$ cat config.mk
export PLATFORM = sky130hd
export DESIGN_NAME = musb_branch_sequencer
export DESIGN_NICKNAME = d
export VERILOG_FILES = /design/src/rtl/musb_branch_sequencer.sv
export SDC_FILE = /design/constraint.sdc
export NUM_CORES = 1
export LEC_CHECK = 0
export ABC_AREA = 0
export CORE_ASPECT_RATIO = 1.1
export CORE_UTILIZATION = 39
export DETAILED_ROUTE_END_ITERATION = 10
export PLACE_DENSITY = 0.77
export SYNTH_ARGS = -nofsm -noshare
export SYNTH_HDL_FRONTEND = slang
export SYNTH_SLANG_ARGS = --single-unit
$ cat constraint.sdc
create_clock -name clk -period 3.8 [get_ports clk]
set_input_delay 0.76 -clock clk [delete_from_list [all_inputs] [get_ports clk]]
set_output_delay 0.76 -clock clk [all_outputs]
set_load 0.01 [all_outputs]
$ cat src/rtl/musb_branch_sequencer.sv
// Fetch-PC owner and control-transfer sequencer for a delay-slot pipeline.
// Optional branch statistics counters are enabled by defining MUSB_BRANCH_STATS_EN.
module musb_branch_sequencer #(
  parameter logic [31:0] PC_RESET = 32'h0000_0000
) (
  input  logic        clk,
  input  logic        rst,
  input  logic        if_stall,
  input  logic        id_stall,
  input  logic        id_is_branch,
  input  logic        id_operands_ready,
  input  logic        id_take_branch,
  input  logic [31:0] id_branch_address,
  input  logic        exc_redirect,
  input  logic [31:0] exc_address,
  output logic [31:0] if_pc,
  output logic [31:0] if_pc_add4,
  output logic        if_misaligned,
  output logic        id_branch_stall,
  output logic        redirect_valid,
  output logic [31:0] stat_branches,
  output logic [31:0] stat_taken
);

  typedef enum logic [1:0] {
    RUN         = 2'd0,
    BR_PENDING  = 2'd1,
    EXC_PENDING = 2'd2
  } state_t;

  state_t      r_state;
  state_t      w_state_nxt;
  logic [31:0] r_pc;
  logic [31:0] r_pend;
  logic        r_redirect;
  logic [31:0] w_pc_nxt;
  logic [31:0] w_pend_nxt;
  logic        w_redirect_nxt;
  logic [31:0] w_pc_add4;
  logic        w_res;

  assign w_res           = id_is_branch & id_operands_ready & ~id_stall;
  assign w_pc_add4       = r_pc + 32'd4;
  assign if_pc           = r_pc;
  assign if_pc_add4      = w_pc_add4;
  assign if_misaligned   = |r_pc[1:0];
  assign redirect_valid  = r_redirect;
  assign id_branch_stall = id_is_branch & ~id_operands_ready & (r_state != EXC_PENDING);

  // Next-PC priority: exception, buffered target, taken branch, sequential.
  always_comb begin
    w_state_nxt    = r_state;
    w_pend_nxt     = r_pend;
    w_pc_nxt       = r_pc;
    w_redirect_nxt = 1'b0;
    if (!if_stall) begin
      w_state_nxt = RUN;
      if (exc_redirect) begin
        w_pc_nxt       = exc_address;
        w_redirect_nxt = 1'b1;
      end else if (r_state != RUN) begin
        w_pc_nxt       = r_pend;
        w_redirect_nxt = 1'b1;
      end else if (w_res && id_take_branch) begin
        w_pc_nxt       = id_branch_address;
        w_redirect_nxt = 1'b1;
      end else begin
        w_pc_nxt = w_pc_add4;
      end
    end else begin
      // IF cannot take a PC: park the redirect, exceptions overriding branches.
      if (exc_redirect) begin
        w_pend_nxt  = exc_address;
        w_state_nxt = EXC_PENDING;
      end else if ((r_state == RUN) && w_res && id_take_branch) begin
        w_pend_nxt  = id_branch_address;
        w_state_nxt = BR_PENDING;
      end
    end
  end

  always_ff @(posedge clk) begin
    if (rst) begin
      r_state    <= RUN;
      r_pc       <= PC_RESET;
      r_redirect <= 1'b0;
    end else begin
      r_state    <= w_state_nxt;
      r_pc       <= w_pc_nxt;
      r_redirect <= w_redirect_nxt;
    end
  end

  // Buffer is only meaningful while state != RUN, so it needs no reset.
  always_ff @(posedge clk) begin
    r_pend <= w_pend_nxt;
  end

`ifdef MUSB_BRANCH_STATS_EN
  logic [31:0] r_stat_branches;
  logic [31:0] r_stat_taken;
  logic        w_count;

  // Only resolutions seen in RUN are real; pending states ignore them.
  assign w_count = w_res & (r_state == RUN);

  always_ff @(posedge clk) begin
    if (rst) begin
      r_stat_branches <= 32'd0;
      r_stat_taken    <= 32'd0;
    end else if (w_count) begin
      r_stat_branches <= r_stat_branches + 32'd1;
      if (id_take_branch) r_stat_taken <= r_stat_taken + 32'd1;
    end
  end

  assign stat_branches = r_stat_branches;
  assign stat_taken    = r_stat_taken;
`else
  assign stat_branches = 32'h0;
  assign stat_taken    = 32'h0;
`endif

endmodule

==> run metrics <==
run status=finished, final reports clean; vias in the first global route=between 4000 and 5000; final setup vio count=0; HP Class=flop to flop; worst slew pin tran=a little under 0.8 ns; I/O pins=roughly 200; DRC errors left=0; Ys Warns=0; sequential area share after synthesis=about a third; Pre-antenna DRT Iters=7; top cells by area, synth=edfxtp_1, dfxtp_1, buf_4; CTS-repair resized insts=0; global-route wire length before repair=roughly 22000 µm; Post-synth ARST share=0%; port buffer count=around 140; Chip Height=around 120 µm; crit-path leading delay family=simple AND/OR/NAND/NOR gates; Leak=roughly 2.3 nW; synth unique cells=slightly above 60; routed wire length=roughly 15000 µm; later-pin clock latency in the skew report=roughly 0.33 ns; critical path's largest stage delay=0.60 ns; Layout fillers=around 1100; Max Cap Viol=0; Post-CTS Hold Buffers=0; Post-synth EDFFs=32; worst path bufs/invs=1; Sinks on Clock Net=67; Cell Area, Synth=0.00470 mm²; clk root buf=clkbuf_16; Clk pin slew, worst setup/hold paths=around 0.060 ns; Post-DP HPWL=~11000 µm; most numerous cell in the Yosys netlist=buf_4; Max Slew Vio Count=0; largest net degree at the start of global routing=81; Slew headroom=47.7%; fin crit share=between 90% and 100%; fmax=about 280 MHz; starting density of the core=a little over 40%; Post-synth top flop=dfxtp_1; via count=approximately 4600; Min Hold Slack=roughly 0.52 ns; std cell rows=41; GRT Resource Usage Total=22.9%; GPL Wtd Cong=roughly 0.9; fin nets=737; Yosys top cell by area=edfxtp_1; Critical-path top delay cell=or4_1; Crit Path Category=flop to primary output; endpoint class of the critical path=primary output; most frequent cells after synthesis=buf_4, o21ai_0, dfxtp_1, nand2_1; Cell Chain, Critical Path=ha_1 -> nand3_1 -> or4_1 -> nor3_1 -> xor2_1 -> clkdlybuf4s50_1; CTS H-Tree Depth=3; vias per cell=approximately 5.6; Final Hold Fails=0; DRT antenna net count=0; layout cells sized above 1=about a tenth; RSZ-0062 raised after global routing=no; data required time of the worst path=about 3 ns; core area=approximately 0.012 mm²; CP Launch Type=flop; antenna violations before repair=0; Num CTS Buffers=9; VDD IR max=between 0.15 and 0.2 mV; setup TNS=0 ns; Post-Synthesis Cells=approximately 540; #FFs+latches synth=67; CTS tree=yes; postcts setup bufs=0; fin crit period=between 3 and 4 ns; die footprint=about 0.013 mm²; n_diodes=0; clock skew=approximately 0.0064 ns; WL per Instance=17.7 µm; Die Width=around 110 µm; synthesis-to-layout area growth=33.5%; multi-input logic area=approximately 0.0026 mm²; GR Overflow Total=0; Crit path arrival time=2.87 ns; Avg Inst Size Synth=between 8 and 9 µm²; Initial DRC Count=roughly 400; top-area cell type share of the netlist area=20.4%; Power per Cell Area=349 mW/mm²; Longest Clk Path Bufs=2; register area=0.00166 mm²; CP max FO=6
==> through the flow <==
stage	util (%)	instance area [µm²]	total power (W)	instances	setup slack [ns]
after floorplan	-	4940	0.00115	605	0.207
after global placement	51.5	5980	0.00134	803	0.629
after detailed placement	51.5	5980	0.00135	803	0.558
after CTS	54.2	6280	0.00219	819	0.202
after global routing	54.2	6280	0.00227	819	0.0687
final	54.2	6280	0.00219	819	0.173
==> logic make-up (layout without fill, tap and decap cells) <==
group	Yosys count	in the layout	synth area share, %
xor+xnor	28	28	5.21
fa+ha+maj	1	1	0.266
mux	24	24	5.69
simple gates	154	154	17.3
other cells	1	64	0.0797
flops	67	67	35.3
compound gates	143	143	21.0
buf+inv	124	188	15.2
==> cell type report <==
cell class / instances / area share (%)
repair buffers: 153 / 23.7
multi-input cells: 414 / 40.9
clock inverters: 4 / 0.757
inverters: 19 / 1.14
well taps: 150 / 2.99
clock buffers: 12 / 4.10
flip-flops and latches: 67 / 26.5
==> path summary, 6_finish.rpt <==
path	start	slack, ns	to	depth (start not counted)
worst max-delay path	if_pc[2]$_SDFFE_PP0N_	0.17	if_pc_add4[28]	6
worst min-delay path	if_pc[0]$_SDFFE_PP0P_	0.52	if_pc[0]$_SDFFE_PP0P_	2
worst max register to register	if_pc[2]$_SDFFE_PP0N_	1.34	if_pc[20]$_SDFFE_PP0N_	6
worst min register to register	if_pc[0]$_SDFFE_PP0P_	0.52	if_pc[0]$_SDFFE_PP0P_	2
==> per-layer routing <==
metal  part of all wire (%)  wire length (µm)  global-route usage, %
met1                     41              6000                   30.5
met3                    7.7              1120                   2.99
met2                     47              6850                   37.1
met4                    3.8               554                   10.5
met5                      0                 0                      0
==> layout by cell type, fill, tap and decap left out, types with 3 or more instances in the layout <==
cell / synthesis / layout
a21o_1: 3 / 3
a21oi_1: 23 / 23
a221o_1: 11 / 11
a221oi_1: 8 / 8
a22o_1: 3 / 3
a2bb2oi_1: 3 / 3
a31oi_1: 5 / 5
and2_1: 5 / 5
and3_1: 4 / 4
buf_4: 66 / 15
clkbuf_16: 0 / 10
clkdlybuf4s50_1: 0 / 137
conb_1: 1 / 64
dfxtp_1: 35 / 35
edfxtp_1: 32 / 32
inv_1: 19 / 19
mux2_2: 22 / 22
nand2_1: 35 / 35
nand3_1: 25 / 25
nand4_1: 12 / 12
nor2_1: 33 / 32
nor3_1: 9 / 9
nor4_1: 5 / 5
o211ai_1: 9 / 9
o21ai_0: 41 / 41
o311ai_0: 4 / 4
o31a_1: 7 / 7
o32ai_1: 6 / 6
or2_2: 3 / 3
or4_1: 4 / 4
xnor2_1: 19 / 19
xor2_1: 9 / 9
==> sequential cells by signal, indices dropped and copies added, names as in the netlist <==
register,flops
if_pc,32
r_pend,32
r_state,2
redirect_valid,1
==> worst register-to-register path, stage by stage (launching register included) <==
cell	delay, ns
dfxtp_1	0.42
ha_1	0.25
nand3_1	0.22
or4_1	0.60
or4_1	0.54
a31o_1	0.25
a21oi_1	0.11
==> where the power goes <==
group          switching (W)  internal [W]
sequential         0.0000528      0.000816
combinational       0.000229      0.000237
clock               0.000309      0.000546
total               0.000591       0.00160
No activity file was read; power rests on OpenSTA's default activity.
==> variant 1 (same settings) <==
The 3 states of `state_t` get a one-hot encoding in 3 bits.
--- a/src/rtl/musb_branch_sequencer.sv
+++ b/src/rtl/musb_branch_sequencer.sv
@@ -22,10 +22,10 @@
   output logic [31:0] stat_taken
 );
 
-  typedef enum logic [1:0] {
-    RUN         = 2'd0,
-    BR_PENDING  = 2'd1,
-    EXC_PENDING = 2'd2
+  typedef enum logic [2:0] {
+    RUN         = 3'b001,
+    BR_PENDING  = 3'b010,
+    EXC_PENDING = 3'b100
   } state_t;
 
   state_t      r_state;
Function: no difference found for any inputs over 10 cycles, from zero or initial values and one cycle with rst high; not proved beyond that.
==> variant 1 against the original RTL <==
First-iteration DRC count fell by 3.8%; highest routed layer unchanged; wire length decreased by 4.4%; sequential cell count grew 1; largest power group unchanged; synthesized cell count up 3.7%; power is 2.8% lower; area after synthesis grew 1.0%; sequential share of layout area grew 0.30 points; fmax grew 5.2%; worst setup slack improved by 180 ps; core utilization fell by 0.43 points; combinational power is 3% higher; design area about the same.
==> variant 1: results (changes against the original RTL) <==
Parameter                              Value

Status
  Outcome    completed

Global routing
  Wire length of the first global-routing pass    21500 um (-2.2%)
  Met2 usage in global routing    36.5% (-0.58 points)
  Largest net degree at the start of global routing    86 (+6.2%)
  Via count of the first global-routing pass    4352 (+4.4%)
  Gr usage total    21.8% (-1.1 points)
  Global Route met3 Usage    4.26% (+1.3 points)

Power and ir drop
  Total power draw    0.00213 W (-2.8%)
  Leakage power    2.43 nW (+4.4%)
  Combinational group share of total power    22.5% (+1.2 points)
  Switching share of power    29.4% (+2.4 points)
  Worst supply voltage drop on vdd    0.000195 V (+2.4%)
  Relative contribution of sequential cells to total power    40.5% (+0.8 points)

Yosys
  Adder-cell share of the synthesized area    0.263% (-0.0027 points)
  List of most frequent post-synthesis cells    buf_4, nand2_1, o21ai_0
  Netlist cell types    52 (-15%)
  Portion of netlist area occupied by mux cells    3.53% (-2.2 points)
  Synthesized area per cell    8.46 um^2 (-2.6%)
  Dominant cells by area after synthesis    edfxtp_1, dfxtp_1, buf_4
  Synthesized-area fraction occupied by ao, oa, aoi and oai cells    21.3% (+0.34 points)
  Fraction of synthesized cell area in xor and xnor cells    5.16% (-0.054 points)

Final layout
  Final-stage net count    756 (+2.6%)
  Share of final-layout standard cells stronger than drive strength 1    8.72% (-0.85 points)
  Invs w/o clock    27 (+8)
  Total area of multi-input combinational cells    2550 um^2 (-0.78%)
  FF+latch area    1680 um^2 (+1.2%)
  Filler cells    1125 (+5.1%)
  Fraction of area in non-clock buffers    23.7% (about the same)
  Number of ordinary and repair buffers in the finished layout    154 (+0.65%)
  ClkCell Share    4.42% (-0.44 points)
  Multi-input comb cells    423 (+2.2%)
  Seq_cells    68 (+1.5%)
  Area growth, synth to finish    32.2%

Place
  Placement Cell Area    6010 um^2 (+0.54%)
  Final Wtd Congestion    0.833 (-5.6%)
  DP Cell Count    822 (+2.4%)

Clocking
  Post-cts repair resize count    0 (unchanged)
  CTS buffer count    9 (unchanged)
  Number of setup buffers added after CTS    0 (unchanged)

Route
  Total via count after detailed routing    4566 (+0.088%)
  Number of DRC markers after the initial detailed-route iteration    380 (-3.8%)
  Vias per std cell    5.45 (-2.2%)
  Final Routed Wirelength    13900 um (-4.4%)
  1st-pass router iterations    6 (-1)

Setup path
  Slowest Stage Delay on Critical Path    550 ps (-50 ps)
  Count of cells along the worst register-to-register path    5 (-1)
  Endpoint of the lowest-slack register-to-register path    if_pc[29]
  Slowest CP cell    clkdlybuf4s50_1
  Crit path arrival time    2690 ps (-180 ps)
  Origin of the critical flop-to-flop path    r_state[2]
  Worst-path fanout max    14 (+8)

Floorplanning
  CORE AREA    11700 um^2 (+0.88%)

STA
  Worst hold margin    529 ps (+9.57 ps)
  Clock Skew    7.39 ps (+0.982 ps)
## variant 1: cell types whose count changed in the layout (fill, tap and decap cells not counted), sizes merged, moves of 7 or more
cell	unedited run	this run
and3	4	24
or4	4	12
mux2	22	14
inv	19	29
nand2	35	52
o31a	7	0
nor2	33	14
o22ai	2	14
## variant 1: tightest hold or removal path, cell delays in order (launching register included)
cell     delay [ps]
dfxtp_1         330
o21ai_0          80
a21oi_1          70
## variant 1: worst max-delay path by stage
stage                     slack [ps]      start  cells after the start              to
final                            350   if_pc[9]                      6  if_pc_add4[29]
after CTS                        350   if_pc[9]                      6  if_pc_add4[29]
after detailed placement         770  if_pc[10]                      6  if_pc_add4[29]
after floorplan                  170   id_stall                      5       r_pend[0]
after global placement           800   if_pc[2]                      6  if_pc_add4[12]
after global routing             240   if_pc[9]                      6  if_pc_add4[29]
## variant 1: routing by layer
metal / share of wire, % / vias to the layer above
met3: 7.1 / 33
met1: 40 / 2126
met5: 0 / -
li1: - / 2172
met2: 49 / 235
met4: 3.6 / 0
==> variant 2 (same settings) <==
Without the edit above. Build with the macro `MUSB_BRANCH_STATS_EN` defined.
--- a/src/rtl/musb_branch_sequencer.sv
+++ b/src/rtl/musb_branch_sequencer.sv
@@ -1,5 +1,7 @@
 // Fetch-PC owner and control-transfer sequencer for a delay-slot pipeline.
 // Optional branch statistics counters are enabled by defining MUSB_BRANCH_STATS_EN.
+`define MUSB_BRANCH_STATS_EN
+
 module musb_branch_sequencer #(
   parameter logic [31:0] PC_RESET = 32'h0000_0000
 ) (
Behaviour: not the same (Yosys sat finds a counterexample within 4 cycles, from zero or initial values and one cycle with rst high).
==> variant 2 against the original RTL <==
Hold slack worse by 25 ps; fmax shrank 1.5%; highest routed layer unchanged; global-route usage grew 0.18 points; clock power is 86% higher; area after synthesis is 53% higher; worst setup slack worse by 54 ps; power is 68% higher; design area rose by 60%; count of clock-buffer cells in the layout grew 9; non-clock buffer count rose by 67; wire length rose by 52%; die area rose by 52%; sequential cell count rose by 64.
==> variant 2: results (changes against the original RTL) <==
Parameter                              Value

Global routing
  Global Route met3 Usage    6.17% (+3.2 points)
  Global routing usage on met1    27.6% (-3.0 points)
  Wire length of the first global-routing pass    34700 um (+57%)
  Met2 usage in global routing    39.2% (+2.2 points)
  Gr usage total    23.1% (+0.18 points)
  Number of antenna violations at the first check in global routing    1 (+1)

Setup path
  Count of cells along the worst register-to-register path    5 (-1)
  Slowest CP cell    or4_4
  Slowest Stage Delay on Critical Path    710 ps (+110 ps)
  Origin of the critical flop-to-flop path    r_state[0]
  Worst Setup SP    if_pc[10]
  FF-to-FF setup slack    1300 ps (-40 ps)
  Crit path arrival time    2920 ps (+50 ps)
  Endpoint of the lowest-slack register-to-register path    stat_branches[31]

Clocking
  Worst-skew pair later-pin latency    420 ps (+90 ps)
  Count of H-tree levels built during CTS    4 (+1)
  Post-cts repair resize count    2 (+2)

Hold path
  Sink of the worst hold path    stat_branches[31]

Final layout
  Filler cells    1619 (+51%)
  Share of final-layout standard cells stronger than drive strength 1    10.9% (+1.3 points)

Yosys
  Netlist cell types    67 (+9.8%)
  Dominant cells by area after synthesis    dfxtp_1, edfxtp_1, xnor2_1
  Synthesized-area fraction occupied by ao, oa, aoi and oai cells    15.1% (-5.9 points)
  Adder-cell share of the synthesized area    0.521% (+0.25 points)
  Fraction of synthesized cell area in xor and xnor cells    9.35% (+4.1 points)

Status
  Outcome    completed

Route
  Met2 Wirelength    10700 um (+57%)
  Number of DRC markers after the initial detailed-route iteration    520 (+32%)
  Length of routed met3 wiring    1600 um (+43%)

Power and ir drop
  P_clk    0.00159 W (+86%)
  Comb group    0.000521 W (+12%)
  Leakage power    3.38 nW (+45%)
  Worst supply voltage drop on vdd    0.000296 V (+55%)

Place
  Final Wtd Congestion    0.923 (+4.6%)
  DP Wirelength    15500 um (+44%)

STA
  Worst slew margin relative to its limit    40.4% (-7.3 points)
  Clock Skew    11.0 ps (+4.57 ps)
  Worst hold margin    494 ps (-25.2 ps)
[variant 2: layout make-up]
| type | instances | area share (%) |
|---|---|---|
| multi-input cells | 589 | 39.7 |
| diodes | 1 | 0.0249 |
| inverters | 24 | 0.895 |
| well taps | 238 | 2.96 |
| repair buffers | 220 | 21.5 |
| clock inverters | 10 | 0.684 |
| clock buffers | 21 | 5.00 |
| flip-flops and latches | 131 | 29.3 |
[variant 2: worst register-to-register path: stages, from the launching register on]
cell and delay, ps:
dfxtp_1 370, or2_1 390, or3b_1 650, or2_2 410
or4_1 470, a21oi_1 140
[variant 2: metrics by stage]
step	cell area (um^2)	total power, W	setup slack (ps)	cells
after floorplan	7210	0.00182	228	800
final	10100	0.00367	119	1234
after global routing	10100	0.00380	3.05	1233
after global placement	9450	0.00210	368	1201
after detailed placement	9450	0.00210	316	1201
after CTS	10000	0.00369	20.0	1232
